### src/rtl/uart_rx_oversampled.sv
// rtl/uart_rx_oversampled.sv - oversampled UART receiver sampling each bit at its centre.
// Define RX_PARITY_EN to receive and check one even-parity bit after the data bits.
module uart_rx_oversampled #(
  parameter int BAUD_DIV   = 16,
  parameter int OVERSAMPLE = 16,
  parameter int DATA_BITS  = 8
) (
  input  logic                 clk_in,
  input  logic                 reset,
  input  logic                 rx_in,
  output logic [DATA_BITS-1:0] data_out,
  output logic                 data_valid,
  output logic                 frame_err,
  output logic                 parity_err,
  output logic                 busy
);
  localparam int TW = (BAUD_DIV > 1) ? $clog2(BAUD_DIV) : 1;
  localparam int SW = $clog2(OVERSAMPLE);
  localparam int BW = $clog2(DATA_BITS + 1);

  typedef enum logic [2:0] {IDLE, START, DATA, PARITY, STOP, WAIT_HIGH} state_t;

  state_t               state_q;
  logic                 rx_meta_q, rx_s_q, rx_prev_q;
  logic [TW-1:0]        tick_cnt_q;
  logic [SW-1:0]        samp_cnt_q;
  logic [BW-1:0]        bit_cnt_q;
  logic [DATA_BITS-1:0] shift_q, data_q;
  logic                 valid_q, ferr_q, busy_q;
  logic                 tick, fall, half_bit, full_bit;

  assign tick     = (tick_cnt_q == TW'(BAUD_DIV - 1));
  assign fall     = rx_prev_q & ~rx_s_q;
  assign half_bit = tick && (samp_cnt_q == SW'(OVERSAMPLE / 2 - 1));
  assign full_bit = tick && (samp_cnt_q == SW'(OVERSAMPLE - 1));

`ifdef RX_PARITY_EN
  logic par_bit_q, perr_q, par_bad;
  // Even parity: the parity bit must equal the XOR of the data bits.
  assign par_bad    = par_bit_q ^ (^shift_q);
  assign parity_err = perr_q;
`else
  assign parity_err = 1'b0;
`endif

  assign data_out   = data_q;
  assign data_valid = valid_q;
  assign frame_err  = ferr_q;
  assign busy       = busy_q;

  always_ff @(posedge clk_in) begin
    if (reset) begin
      state_q    <= IDLE;
      rx_meta_q  <= 1'b1;
      rx_s_q     <= 1'b1;
      rx_prev_q  <= 1'b1;
      tick_cnt_q <= '0;
      samp_cnt_q <= '0;
      bit_cnt_q  <= '0;
      shift_q    <= '0;
      data_q     <= '0;
      valid_q    <= 1'b0;
      ferr_q     <= 1'b0;
      busy_q     <= 1'b0;
`ifdef RX_PARITY_EN
      par_bit_q  <= 1'b0;
      perr_q     <= 1'b0;
`endif
    end else begin
      rx_meta_q  <= rx_in;
      rx_s_q     <= rx_meta_q;
      rx_prev_q  <= rx_s_q;
      tick_cnt_q <= tick ? '0 : tick_cnt_q + 1'b1;
      if (tick) samp_cnt_q <= samp_cnt_q + 1'b1;
      valid_q    <= 1'b0;
      ferr_q     <= 1'b0;
`ifdef RX_PARITY_EN
      perr_q     <= 1'b0;
`endif
      case (state_q)
        IDLE: if (fall) begin
          // Realign the bit timing to the start-bit edge.
          state_q    <= START;
          tick_cnt_q <= '0;
          samp_cnt_q <= '0;
          busy_q     <= 1'b1;
        end
        START: if (half_bit) begin
          samp_cnt_q <= '0;
          bit_cnt_q  <= '0;
          if (rx_s_q) begin
            state_q <= IDLE;
            busy_q  <= 1'b0;
          end else begin
            state_q <= DATA;
          end
        end
        DATA: if (full_bit) begin
          samp_cnt_q <= '0;
          shift_q    <= {rx_s_q, shift_q[DATA_BITS-1:1]};
          bit_cnt_q  <= bit_cnt_q + 1'b1;
          if (bit_cnt_q == BW'(DATA_BITS - 1)) begin
`ifdef RX_PARITY_EN
            state_q <= PARITY;
`else
            state_q <= STOP;
`endif
          end
        end
`ifdef RX_PARITY_EN
        PARITY: if (full_bit) begin
          samp_cnt_q <= '0;
          par_bit_q  <= rx_s_q;
          state_q    <= STOP;
        end
`endif
        STOP: if (full_bit) begin
          samp_cnt_q <= '0;
          data_q     <= shift_q;
          ferr_q     <= ~rx_s_q;
`ifdef RX_PARITY_EN
          perr_q     <= par_bad;
          valid_q    <= rx_s_q & ~par_bad;
`else
          valid_q    <= rx_s_q;
`endif
          if (rx_s_q) begin
            state_q <= IDLE;
            busy_q  <= 1'b0;
          end else begin
            state_q <= WAIT_HIGH;
          end
        end
        // A held-low line is a break: wait it out without reporting again.
        WAIT_HIGH: if (rx_s_q) begin
          state_q <= IDLE;
          busy_q  <= 1'b0;
        end
        default: begin
          state_q <= IDLE;
          busy_q  <= 1'b0;
        end
      endcase
    end
  end
endmodule

### config.mk
export PLATFORM = sky130hd
export DESIGN_NAME = uart_rx_oversampled
export DESIGN_NICKNAME = d
export VERILOG_FILES = /design/src/rtl/uart_rx_oversampled.sv
export SDC_FILE = /design/constraint.sdc
export NUM_CORES = 1
export LEC_CHECK = 0
export ABC_AREA = 1
export BUFFER_PORTS_ARGS = -buffer_cell sky130_fd_sc_hd__buf_4
export CAP_MARGIN = 20
export CORE_ASPECT_RATIO = 0.7
export CORE_MARGIN = 2
export CORE_UTILIZATION = 54
export CTS_CLUSTER_SIZE = 12
export DETAILED_ROUTE_END_ITERATION = 10
export PLACE_DENSITY = 0.75
export SLEW_MARGIN = 20
export SYNTH_ARGS = -nofsm -noshare
export SYNTH_HDL_FRONTEND = slang
export SYNTH_SLANG_ARGS = --single-unit
### constraint.sdc
create_clock -name clk_in -period 1.8 [get_ports clk_in]
set_input_delay 0.27 -clock clk_in [delete_from_list [all_inputs] [get_ports clk_in]]
set_output_delay 0.27 -clock clk_in [all_outputs]
set_load 0.05 [all_outputs]
== Yosys cells after proc, flatten, opt, wreduce, memory -nomap -nowiden ==
Cells that the tools add are included.
W data, S select, Z words.

* Register bits after elaboration: 37
* Bits of input ports: 3

* Add/subtract/negate cells: 3
* Eq/ne operators: 14
* Multiplexer cells: 25
* Bitwise logic cells: 5
* Reduce and logical (&&, ||, !) cells: 11

{| class="wikitable"
|+ Operator list
! cell !! number
|-
| $mux W4 || 9
|-
| $mux W3 || 7
|-
| $pmux W3 S5 || 1
|-
| $add A4 B1 Y4 const B || 3
|-
| $ne A2 B2 Y1 const B || 6
|-
| $pmux W4 S3 || 1
|-
| $eq A4 B3 Y1 const B || 2
|-
| $eq A4 B4 Y1 const B || 2
|-
| $pmux W4 S2 || 1
|-
| $eq A3 B3 Y1 const B || 2
|-
| $reduce_and A6 Y1 || 1
|-
| $pmux W1 S5 || 1
|-
| $mux W1 || 4
|-
| $not A1 Y1 || 4
|-
| $reduce_and A2 Y1 || 2
|-
| $reduce_and A4 Y1 || 1
|-
| $eq A3 B1 Y1 const B || 1
|-
| $eq A3 B2 Y1 const B || 1
|-
| $logic_not A3 Y1 || 1
|-
| $reduce_and A3 Y1 || 1
|-
| $reduce_or A3 Y1 || 1
|-
| $logic_and A1 B1 Y1 || 2
|-
| $mux W2 || 1
|-
| $reduce_bool A2 Y1 || 1
|-
| other kinds (2) || 2
|}

== Logic depth before layout (Yosys ltp) ==
Gate-level depths: netlist of run 1.

* Depth in word-level cells: 4
* Mapped depth: 10

== Worst setup path after synthesis of run 1 ==
OpenSTA, ideal clock, no wires.

* Path type: reg-to-reg
* From: reg tick_cnt_q[0]
* To: reg samp_cnt_q[0]
* Setup time: 0.118 ns
* Arrival time: 1.285 ns
* Data required time: 1.682 ns
* Path slack: 0.398 ns
* Stages on the path, launching flop included: 11
* Path buffers: 0
* Period minus slack after synthesis: 1.402 ns
* Cells stage by stage: dfxtp_1 > ha_1 > nand2_2 > nor2_4 > nand2_2 > nand2_4 > nand2_4 > inv_4 > nand2_1 > o21ai_2 > nor2_1

* Cells in the longest elaborated chain, start to end: 4
* Elaborated cells on any way between the ends: 8

{| class="wikitable"
|+ Ends and longest elaborated chain
! item !! line !! text
|-
| from (decl) || 25 || <nowiki>logic [TW-1:0] tick_cnt_q;</nowiki>
|-
| from (signal assigned) || 73 || <nowiki>tick_cnt_q <= tick ? '0 : tick_cnt_q + 1'b1;</nowiki>
|-
| $eq A4 B4 Y1 (*) || 32 || <nowiki>assign tick = (tick_cnt_q == TW'(BAUD_DIV - 1));</nowiki>
|-
| $mux W4, or another cell as far along || 74 || <nowiki>if (tick) samp_cnt_q <= samp_cnt_q + 1'b1;</nowiki>
|-
| $mux W4, on equally long branches || -- ||
|-
| $pmux W4 S3 (*) || 80 || <nowiki>case (state_q)</nowiki>
|-
| to (signal assigned) || 74 ||
|-
| to (decl) || 26 || <nowiki>logic [SW-1:0] samp_cnt_q;</nowiki>
|}

Mark *: on every way between the ends. The rest lies on a longest branch, timed or not.
A chain may end at the register's enable or synchronous reset.

== Worst setup path in the final report of run 1 ==
* From: reg tick_cnt_q[0]
* To: reg bit_cnt_q[1]

* Cells in the longest elaborated chain, start to end: 4
* Elaborated cells on any way between the ends: 6

{| class="wikitable"
|+ Ends and longest elaborated chain
! item !! line !! text
|-
| $eq A4 B4 Y1 (*) || 32 ||
|-
| $logic_and A1 B1 Y1, on equally long branches || 35, 34 ||
|-
| $ne A2 B2 Y1 (no line) || -- ||
|-
| $reduce_and A3 Y1 (no line) (*) || -- ||
|-
| to (signal assigned) || 101 || <nowiki>bit_cnt_q <= bit_cnt_q + 1'b1;</nowiki>
|-
| to (decl) || 27 || <nowiki>logic [BW-1:0] bit_cnt_q;</nowiki>
|}

Marked as above.

==> results.md, run 1 <==
* Final period util at 87.1%
* Post-layout util at 64.2%
* Critical R2R Launch: tick_cnt_q[0]
* Number of synthesized flops with an enable pin at 0
* Hpwl dp at 2330 µm
* Avg Cell Area, Syn at 7.83 µm²
* CP arrival at 1.75 ns
* Largest net degree at the start of global routing at 18
* Cell chain of the critical path: ha_1 -> nand3_2 -> nor2_4 -> nand2_4 -> nand2_2 -> nand2_2 -> a21oi_1 -> nor3_2
* Initial antenna violation count at 0
* Synth Net Count at 209
* Most common cell type on the critical path: nand2_2
* Die height at 49.4 µm
* Max Cap Violations at 0
* Drt drc at 0
* Final Non-Filler Cells at 256
* WHS Path Cells at 2
* Worst Setup End Kind: flip-flop
* Gpl congestion at 0.816
* Worst-Skew Late Latency at 0.29 ns
* TritonCTS clock tree: yes
* H-tree depth at 2
* Status: finished, final reports clean
* Min Tclk post-route at 1.57 ns
* Fillers at 252
* Setup ws final at 0.233 ns
* Total GRT Usage at 21.5%
* Placed Instances at 248
* Ys Warns at 0
* Leak pwr at 0.000782 µW
* Final hold violation count at 0
* First-pass GRT wire length at 5360 µm
* Worst Hold Class: in -> reg
* Setup violators final at 0
* R2R Setup Slk at 0.23 ns
* Final Skew at 0.00910 ns
* Fmax at 638 MHz
* Reg2Reg Depth at 8
* Reg-to-reg endpoint: bit_cnt_q[1]
* Starting density of the core at 56.7%
* Port-buffer cells at 13
* Max incr delay on CP at 0.36 ns
* Final wirelength at 3080 µm
* Final Slew Violations at 0
* Synthesized flop and latch total at 37
* Multi-input logic area at 764 µm²
* Drt via density at 5.18
* Area growth, synth to finish at 13.3%
* Async SR Flop Fraction at 0%
* Post-route ant nets at 0
* Sequential share of the synthesized area at 46.6%
* Syn Inst Count at 203
* Rows at 16
* Root Buffer: clkbuf_8
* Clk sinks at 37
* Synth top area share at 46.6%
* Fin nets at 225
* Hold worst-path end: rx_meta_q
* Pre-CTS WS at 0.110 ns
* Synth unique cells at 31
* Gr ovfl total at 0
* RSZ-0062 raised after global routing: false
* WL per Instance at 12.0 µm
* Worst Setup Start Kind: flip-flop
* PD cells at 889 mW/mm²
* Peak VDD IR at 0.581 mV
* Core ar. at 0.00280 mm²
* Total CTS buffers at 5
* Clock edge transition at the registers on the reported setup and hold paths at 0.07 ns
* Setup TNS Final at 0 ns
* Setup CP Type: reg -> reg
* Top cells by count, synth: nor2_1, dfxtp_1, nand2_1, o21ai_0, inv_1
* Hold WS at 0.179 ns
* Synth top area cells: dfxtp_1, nor2_1, o21ai_0, nand2_1, xor2_1
* Critical Path Fanout Max at 9
* Top-count cell post-synth: nor2_1
* Hold path start: rx_in
* Post-synth top area cell: dfxtp_1
* Die outline area at 0.00340 mm²
* Worst Path Required at 1.99 ns
* Synth Cell Area at 0.00159 mm²
* CTS Buffer Depth at 2
* Die W at 68.8 µm
* Share of cells above drive strength 1 at 20.9%
* Num ports at 15
* Ys flop type: dfxtp_1
* Diode count at 0
* Total iterations of the first detailed-routing run at 4
* Routed vias at 1326
* Vias in the first global route at 1245
* Slowest cell on the critical path: dfxtp_1
* DRT iter0 DRCs at 77
* Sequential cell area at 741 µm²
sequential cells by signal (all words and copies together), names as in the netlist:
name	count
bit_cnt_q	4
busy	1
data_out	8
data_valid	1
frame_err	1
rx_meta_q	1
rx_prev_q	1
rx_s_q	1
samp_cnt_q	4
shift_q	8
state_q	3
tick_cnt_q	4
cell type report:
| class | count | share of cell area [%] |
|---|---|---|
| Clock buffer | 6 | 4.03 |
| Clock inverter | 2 | 0.556 |
| Inverter | 16 | 3.47 |
| Multi-Input combinational cell | 145 | 42.5 |
| Sequential cell | 37 | 41.1 |
| Tap cell | 36 | 2.50 |
| Timing Repair Buffer | 14 | 5.84 |
through the flow:
stage          total power [µW]  instance area, µm²
2_1_floorplan              1030                1590
3_3_place_gp               1070                1720
3_5_place_dp               1070                1720
4_1_cts                    1610                1800
5_1_grt                    1680                1800
6_report                   1600                1800
worst max-delay path: cells and delay by family (launching register included):
family	cells	cell delay (ns)
AO/OA/AOI/OAI	1	0.16
adder cells (fa/ha/maj)	1	0.23
flip-flops	1	0.36
AND/OR/NAND/NOR	6	0.73
placed cells by master (no fill, tap or decap), drive strengths merged:
cell     n
nor3     6
o211ai   1
xor2     6
ha       3
a31oi    1
inv     16
buf     14
nor2    51
mux2i    1
dfxtp   37
conb     1
nor3b    1
clkinv   2
nand2   30
and2     1
or2      2
a21oi    8
nand3   11
clkbuf   6
nand4    2
o21ai   20
worst max-delay path by stage:
stage	to	start	cells past startpoint
after CTS	data_out[5]	tick_cnt_q[0]	7
after detailed placement	data_out[5]	tick_cnt_q[0]	7
after global routing	bit_cnt_q[1]	tick_cnt_q[0]	8
after floorplan	samp_cnt_q[0]	tick_cnt_q[0]	10
after global placement	data_out[7]	tick_cnt_q[0]	7
final	bit_cnt_q[1]	tick_cnt_q[0]	8
metal layers:
metal | GRT usage, % | share of wire (%) | vias up
li1 | - | - | 680
met1 | 28.7 | 51 | 616
met2 | 32.2 | 43 | 20
met3 | 6.93 | 4.3 | 10
met5 | 0 | 0 | -
met4 | 7.84 | 1.7 | 0
cell families (layout without fill, tap and decap cells):
kind of cell / count (synthesis) / count (layout) / synth area share [%]
other cells: 1 / 1 / 0.236
fa+ha+maj: 3 / 3 / 2.36
buf+inv: 21 / 38 / 5.43
mux: 1 / 1 / 0.630
flops: 37 / 37 / 46.6
compound gates: 30 / 30 / 9.92
xor+xnor: 6 / 6 / 3.31
simple gates: 104 / 104 / 31.5
repair_timing:
action | 4_1_cts | 5_1_grt
hold buffers | 0 | 0
endpoints found under the setup margin | 0 | 8
buffers inserted | 0 | 0
gates resized for setup | 0 | 2
report_power, final:
group / internal, µW / total (µW) / switching [µW] / leakage (µW)
Sequential: 841 / 862 / 20.7 / 0.000300
Combinational: 63.3 / 194 / 131 / 0.000437
Clock: 268 / 545 / 277 / 0.0000450
Power figures use the tool's default switching activity.
==> run 2, diff against run 1 <==
==> constraint.sdc (replaced) <==
create_clock -name clk_in -period 1.47 [get_ports clk_in]
set_input_delay 0.2205 -clock clk_in [delete_from_list [all_inputs] [get_ports clk_in]]
set_output_delay 0.2205 -clock clk_in [all_outputs]
set_load 0.05 [all_outputs]
==> run 2 against run 1 <==
  * Utilization is 4.4 points higher
  * Critical endpoint unchanged
  * Worst setup slack worse by 0.21 ns
  * Clock power is 28% higher
  * Hold slack got worse by 0.070 ns
  * Largest power group unchanged
  * Cell count is 3.1% higher
  * Total power increased by 27%
  * First-iteration DRC count rose by 22%
  * Sequential share of layout area down 2.2 points
  * Die area unchanged
==> results.md, run 2 (synthesis results as in run 1) <==
* Status: finished, final reports clean
* Die height at 49.4 µm
* Min Tclk post-route at 1.45 ns
* Clock Power Share at 34.5%
* Area after DPL at 0.00177 mm²
* WHS Path Cells at 2
* Hpwl dp at 2460 µm
* Diode count at 0
* Clk sinks at 37
* PD cells at 1050 mW/mm²
* Post-route ant nets at 0
* Die W at 68.8 µm
* P_sw at 577 µW
* Worst Path Required at 1.66 ns
* Worst-Skew Late Latency at 0.30 ns
* Fin nets at 233
* Critical R2R Launch: samp_cnt_q[1]
* Fillers at 239
* Final Skew at 0.00365 ns
* Reg2Reg Depth at 8
* Combinational power share at 13.2%
* Hold worst-path end: rx_meta_q
* Drt drc at 0
* Total CTS buffers at 5
* CP bufs+invs at 0
* Sequential cell area at 749 µm²
* Most common cell type on the critical path: nand2_2
* Worst Setup End Kind: flip-flop
* Final Slew Violations at 0
* CP top delay family: simple AND/OR/NAND/NOR gates
* Most frequent cells in the layout: nor2_1, dfxtp_1, buf_4
* Setup violators final at 0
* Gpl congestion at 0.840
* Initial antenna violation count at 0
* Leak pwr at 0.000833 µW
* R2R Setup Slk at 0.02 ns
* CP arrival at 1.64 ns
* Hold path start: rx_in
* Share of cells above drive strength 1 at 29.4%
* CTS Buffer Depth at 2
* Max Cap Violations at 0
* Area growth, synth to finish at 21.1%
* Cell-internal power at 1450 µW
* Rows at 16
* Flop pwr share at 52.3%
* WL per Instance at 13.4 µm
* Drt via density at 5.25
* Final wirelength at 3530 µm
* Port-buffer cells at 13
* H-tree depth at 2
* Clock edge transition at the registers on the reported setup and hold paths at 0.07 ns
* Fmax at 689 MHz
* Final hold violation count at 0
* Largest net degree at the start of global routing at 17
* Slowest cell on the critical path: dfxtp_4
* RSZ-0062 raised after global routing: true
* Routed vias at 1386
* Setup CP Type: reg -> reg
* Starting density of the core at 56.7%
* Final period util at 98.7%
* Critical Path Fanout Max at 5
* Max incr delay on CP at 0.37 ns
* Reg-to-reg endpoint: bit_cnt_q[1]
* Worst Hold Class: in -> reg
* Worst Setup Start Kind: flip-flop
* Hold WS at 0.109 ns
* Cell chain of the critical path: ha_4 -> nand3_1 -> nor2_4 -> nand2_4 -> nand2_2 -> nand2_2 -> a21oi_1 -> nor3_2
* Final instance area at 0.00192 mm²
* Peak VDD IR at 0.824 mV
* First-pass GRT wire length at 5790 µm
* TritonCTS clock tree: yes
* Total iterations of the first detailed-routing run at 4
* Vias in the first global route at 1263
* Most common cell after layout, fill and taps aside: nor2_1
* DRT iter0 DRCs at 94
* Gr ovfl total at 0
* Multi-input logic area at 813 µm²
* Total GRT Usage at 23.7%
* Core ar. at 0.00280 mm²
* Num ports at 15
* Root Buffer: clkbuf_8
* Switch share at 28.4%
* Die outline area at 0.00340 mm²
==> run 2: final cells by class <==
class / instances / area share, %
Multi-Input combinational cell: 145 / 42.3
Sequential cell: 37 / 38.9
Timing Repair Buffer: 22 / 8.58
Clock buffer: 5 / 3.58
Inverter: 16 / 3.38
Tap cell: 36 / 2.34
Clock inverter: 3 / 0.910
==> run 2: timing repair <==
action,4_1_cts,5_1_grt
resized for setup,10,12
buffers inserted,0,1
setup endpoints to repair,13,21
hold buffers,0,0
pin swaps,1,4
==> run 2: stage by stage <==
stage	total power (µW)	std cells	setup WS (ns)	util, %	setup TNS [ns]
floorplan	1260	203	0.0677	-	0
detailed placement	1330	255	-0.0321	63.1	-0.116
global route	2120	264	-0.0775	68.7	-0.487
global placement	1320	255	0.0366	63.1	0
CTS	2020	263	0.0124	67.3	0
finish	2030	264	0.0195	68.7	0
==> run 2: how the worst max path moves through the flow <==
stage	start	to	slack, ns	cells after the start
6_report	samp_cnt_q[1]	bit_cnt_q[1]	0.02	8
4_1_cts	tick_cnt_q[0]	samp_cnt_q[2]	0.01	10
3_5_place_dp	tick_cnt_q[1]	data_out[0]	-0.03	7
2_1_floorplan	tick_cnt_q[0]	samp_cnt_q[0]	0.07	10
5_1_grt	state_q[1]	bit_cnt_q[2]	-0.08	8
3_3_place_gp	tick_cnt_q[0]	data_out[4]	0.04	7
==> run 2: worst reg2reg max path, delay by kind of cell (launching register included) <==
family	cells	cell delay, ns
DFF	1	0.37
and+or+nand+nor	6	0.65
adders and majority gates	1	0.16
AOI/OAI and AO/OA	1	0.16
==> run 2: power groups by stage <==
| stage | Combinational, µW | Clock (µW) | Sequential (µW) |
|---|---|---|---|
| 2_1_floorplan | 173 | 0 | 1090 |
| 3_3_place_gp | 244 | 0 | 1070 |
| 3_5_place_dp | 250 | 0 | 1080 |
| 4_1_cts | 257 | 709 | 1060 |
| 5_1_grt | 296 | 759 | 1060 |
| 6_report | 268 | 700 | 1060 |
==> run 2: metal layers <==
metal | vias up | GRT usage (%) | routed length, µm
met2 | 29 | 32.5 | 1530
met1 | 651 | 33.4 | 1730
met4 | 0 | 7.19 | 51
li1 | 698 | - | -
met3 | 8 | 10.4 | 215
met5 | - | 0 | 0
==> run 3, diff against run 2 <==
--- a/config.mk
+++ b/config.mk
@@ -11,9 +11,11 @@
 export CORE_ASPECT_RATIO = 0.7
 export CORE_MARGIN = 2
 export CORE_UTILIZATION = 54
+export CTS_CLUSTER_DIAMETER = 150
 export CTS_CLUSTER_SIZE = 12
 export DETAILED_ROUTE_END_ITERATION = 10
 export PLACE_DENSITY = 0.75
+export REMOVE_ABC_BUFFERS = 1
 export SLEW_MARGIN = 20
 export SYNTH_ARGS = -nofsm -noshare
 export SYNTH_HDL_FRONTEND = slang
==> run 3 against run 2 <==
  * Combinational power increased by 10%
  * Global-route usage decreased by 0.78 points
  * Fmax is 2.7% higher
  * Clock power is 31% higher
  * Total power increased by 12%
==> results.md, run 3 (synthesis results as in run 1) <==
* Metal-1 WL at 1700 µm
* TritonCTS clock tree: yes
* Worst-Skew Late Latency at 0.29 ns
* Die W at 68.8 µm
* Max Cap Violations at 0
* Root Buffer: clkbuf_8
* Final wirelength at 3440 µm
* Num ports at 15
* Final period util at 96.1%
* Min Tclk post-route at 1.41 ns
* Most common cell type on the critical path: nand2_4
* Hold WS at 0.107 ns
* Switch share at 25.8%
* H-tree depth at 2
* Total iterations of the first detailed-routing run at 4
* Leak pwr at 0.000847 µW
* WL per Instance at 13.0 µm
* Largest net degree at the start of global routing at 21
* Worst Path Required at 1.66 ns
* Final Non-Filler Cells at 264
* CP arrival at 1.60 ns
* DR top layer: met4
* Starting density of the core at 56.7%
* Routed vias at 1373
* Combinational power share at 13.0%
* Diode count at 0
* Worst Setup Start Kind: flip-flop
* Critical Path Fanout Max at 4
* CTS Buffer Depth at 2
* RSZ-0062 raised after global routing: true
* Most frequent cells in the layout: nor2_1, dfxtp_1, buf_4
* Most common cell after layout, fill and taps aside: nor2_1
* Status: finished, final reports clean
* Vias in the first global route at 1287
* First-pass GRT wire length at 5770 µm
* Peak VDD IR at 0.989 mV
* Placed Instances at 254
* Final Slew Violations at 0
* Hpwl dp at 2370 µm
* Clock Power Share at 40.3%
* Reg2Reg Depth at 8
* Setup violators final at 0
* Total GRT Usage at 23.0%
* Met2 routed WL at 1510 µm
* Die outline area at 0.00340 mm²
* PD cells at 1150 mW/mm²
* P_sw at 587 µW
* Worst Setup End Kind: flip-flop
* Setup CP Type: reg -> reg
* Post-route ant nets at 0
* Cell-internal power at 1690 µW
* Rows at 16
* Total power at 2280 µW
* Gr ovfl total at 0
* WHS Path Cells at 2
* Drt drc at 0
* Max incr delay on CP at 0.37 ns
* Drt via density at 5.20
* Initial antenna violation count at 0
* Gpl congestion at 0.841
* Die height at 49.4 µm
* Worst Hold Class: in -> reg
* Flop pwr share at 46.8%
* CTS Hold Bufs at 0
* DRT iter0 DRCs at 81
* Slowest cell on the critical path: dfxtp_2
* Core ar. at 0.00280 mm²
* Area growth, synth to finish at 25.1%
* Clock edge transition at the registers on the reported setup and hold paths at 0.07 ns
* Fin nets at 233
* Final hold violation count at 0
* Total CTS buffers at 5
* Final Skew at 0.00326 ns
* Met3 wire len at 211 µm
* Share of cells above drive strength 1 at 29.8%
* Cell chain of the critical path: ha_4 -> nand2_4 -> nor2_4 -> nand2_1 -> o21ai_1 -> nand2_4 -> o21ai_4 -> nor2_1
* Clk sinks at 37
* Fmax at 708 MHz
* Port-buffer cells at 13
-- run 3: final timing paths --
path                       from       endpoint  slack [ns]
setup reg to reg  tick_cnt_q[0]  samp_cnt_q[2]        0.06
hold reg to reg       rx_meta_q         rx_s_q        0.42
hold / removal            rx_in      rx_meta_q        0.11
setup / recovery  tick_cnt_q[0]  samp_cnt_q[2]        0.06
-- run 3: layout make-up --
type / instances / area (µm²)
Tap cell: 36 / 45.0
Timing Repair Buffer: 22 / 165
Clock buffer: 6 / 82.6
Sequential cell: 37 / 748
Clock inverter: 2 / 37.5
Inverter: 16 / 67.6
Multi-Input combinational cell: 145 / 842
Fill cell: 227 / 815
-- run 3: repair_timing --
item	CTS	global route
pin swaps	1	9
cloned	0	0
endpoints found under the hold margin	0	0
setup buffers	0	2
setup endpoints to repair	13	24
resized for setup	8	24
-- run 3: critical path, delay by kind of cell, from the launching register on --
kind / cells / cell delay, ns
fa+ha+maj: 1 / 0.16
simple gates: 5 / 0.44
flops: 1 / 0.37
compound gates: 2 / 0.34
-- run 3: power by group through the flow --
| stage | registers [µW] | logic (µW) | clock network (µW) |
|---|---|---|---|
| 6_report | 1070 | 295 | 917 |
| 4_1_cts | 1050 | 261 | 921 |
| 5_1_grt | 1070 | 325 | 969 |
| 3_3_place_gp | 1080 | 240 | 0 |
| 3_5_place_dp | 1080 | 247 | 0 |
| 2_1_floorplan | 1090 | 166 | 0 |
-- run 3: stage by stage --
stage / TNS, ns / instance area [µm²] / util (%) / setup slack, ns
3_3_place_gp: 0 / 1760 / 62.8 / 0.0278
5_1_grt: -0.173 / 1990 / 70.9 / -0.0449
6_report: 0 / 1990 / 70.9 / 0.0571
4_1_cts: 0 / 1900 / 67.7 / 0.00263
2_1_floorplan: 0 / 1570 / - / 0.0677
3_5_place_dp: -0.606 / 1760 / 62.8 / -0.102
-- run 3: per-layer routing --
layer	vias to the layer above	GRT usage, %
met5	-	0
met4	0	9.48
met3	4	6.93
met2	43	30.9
met1	629	33.6
li1	697	-
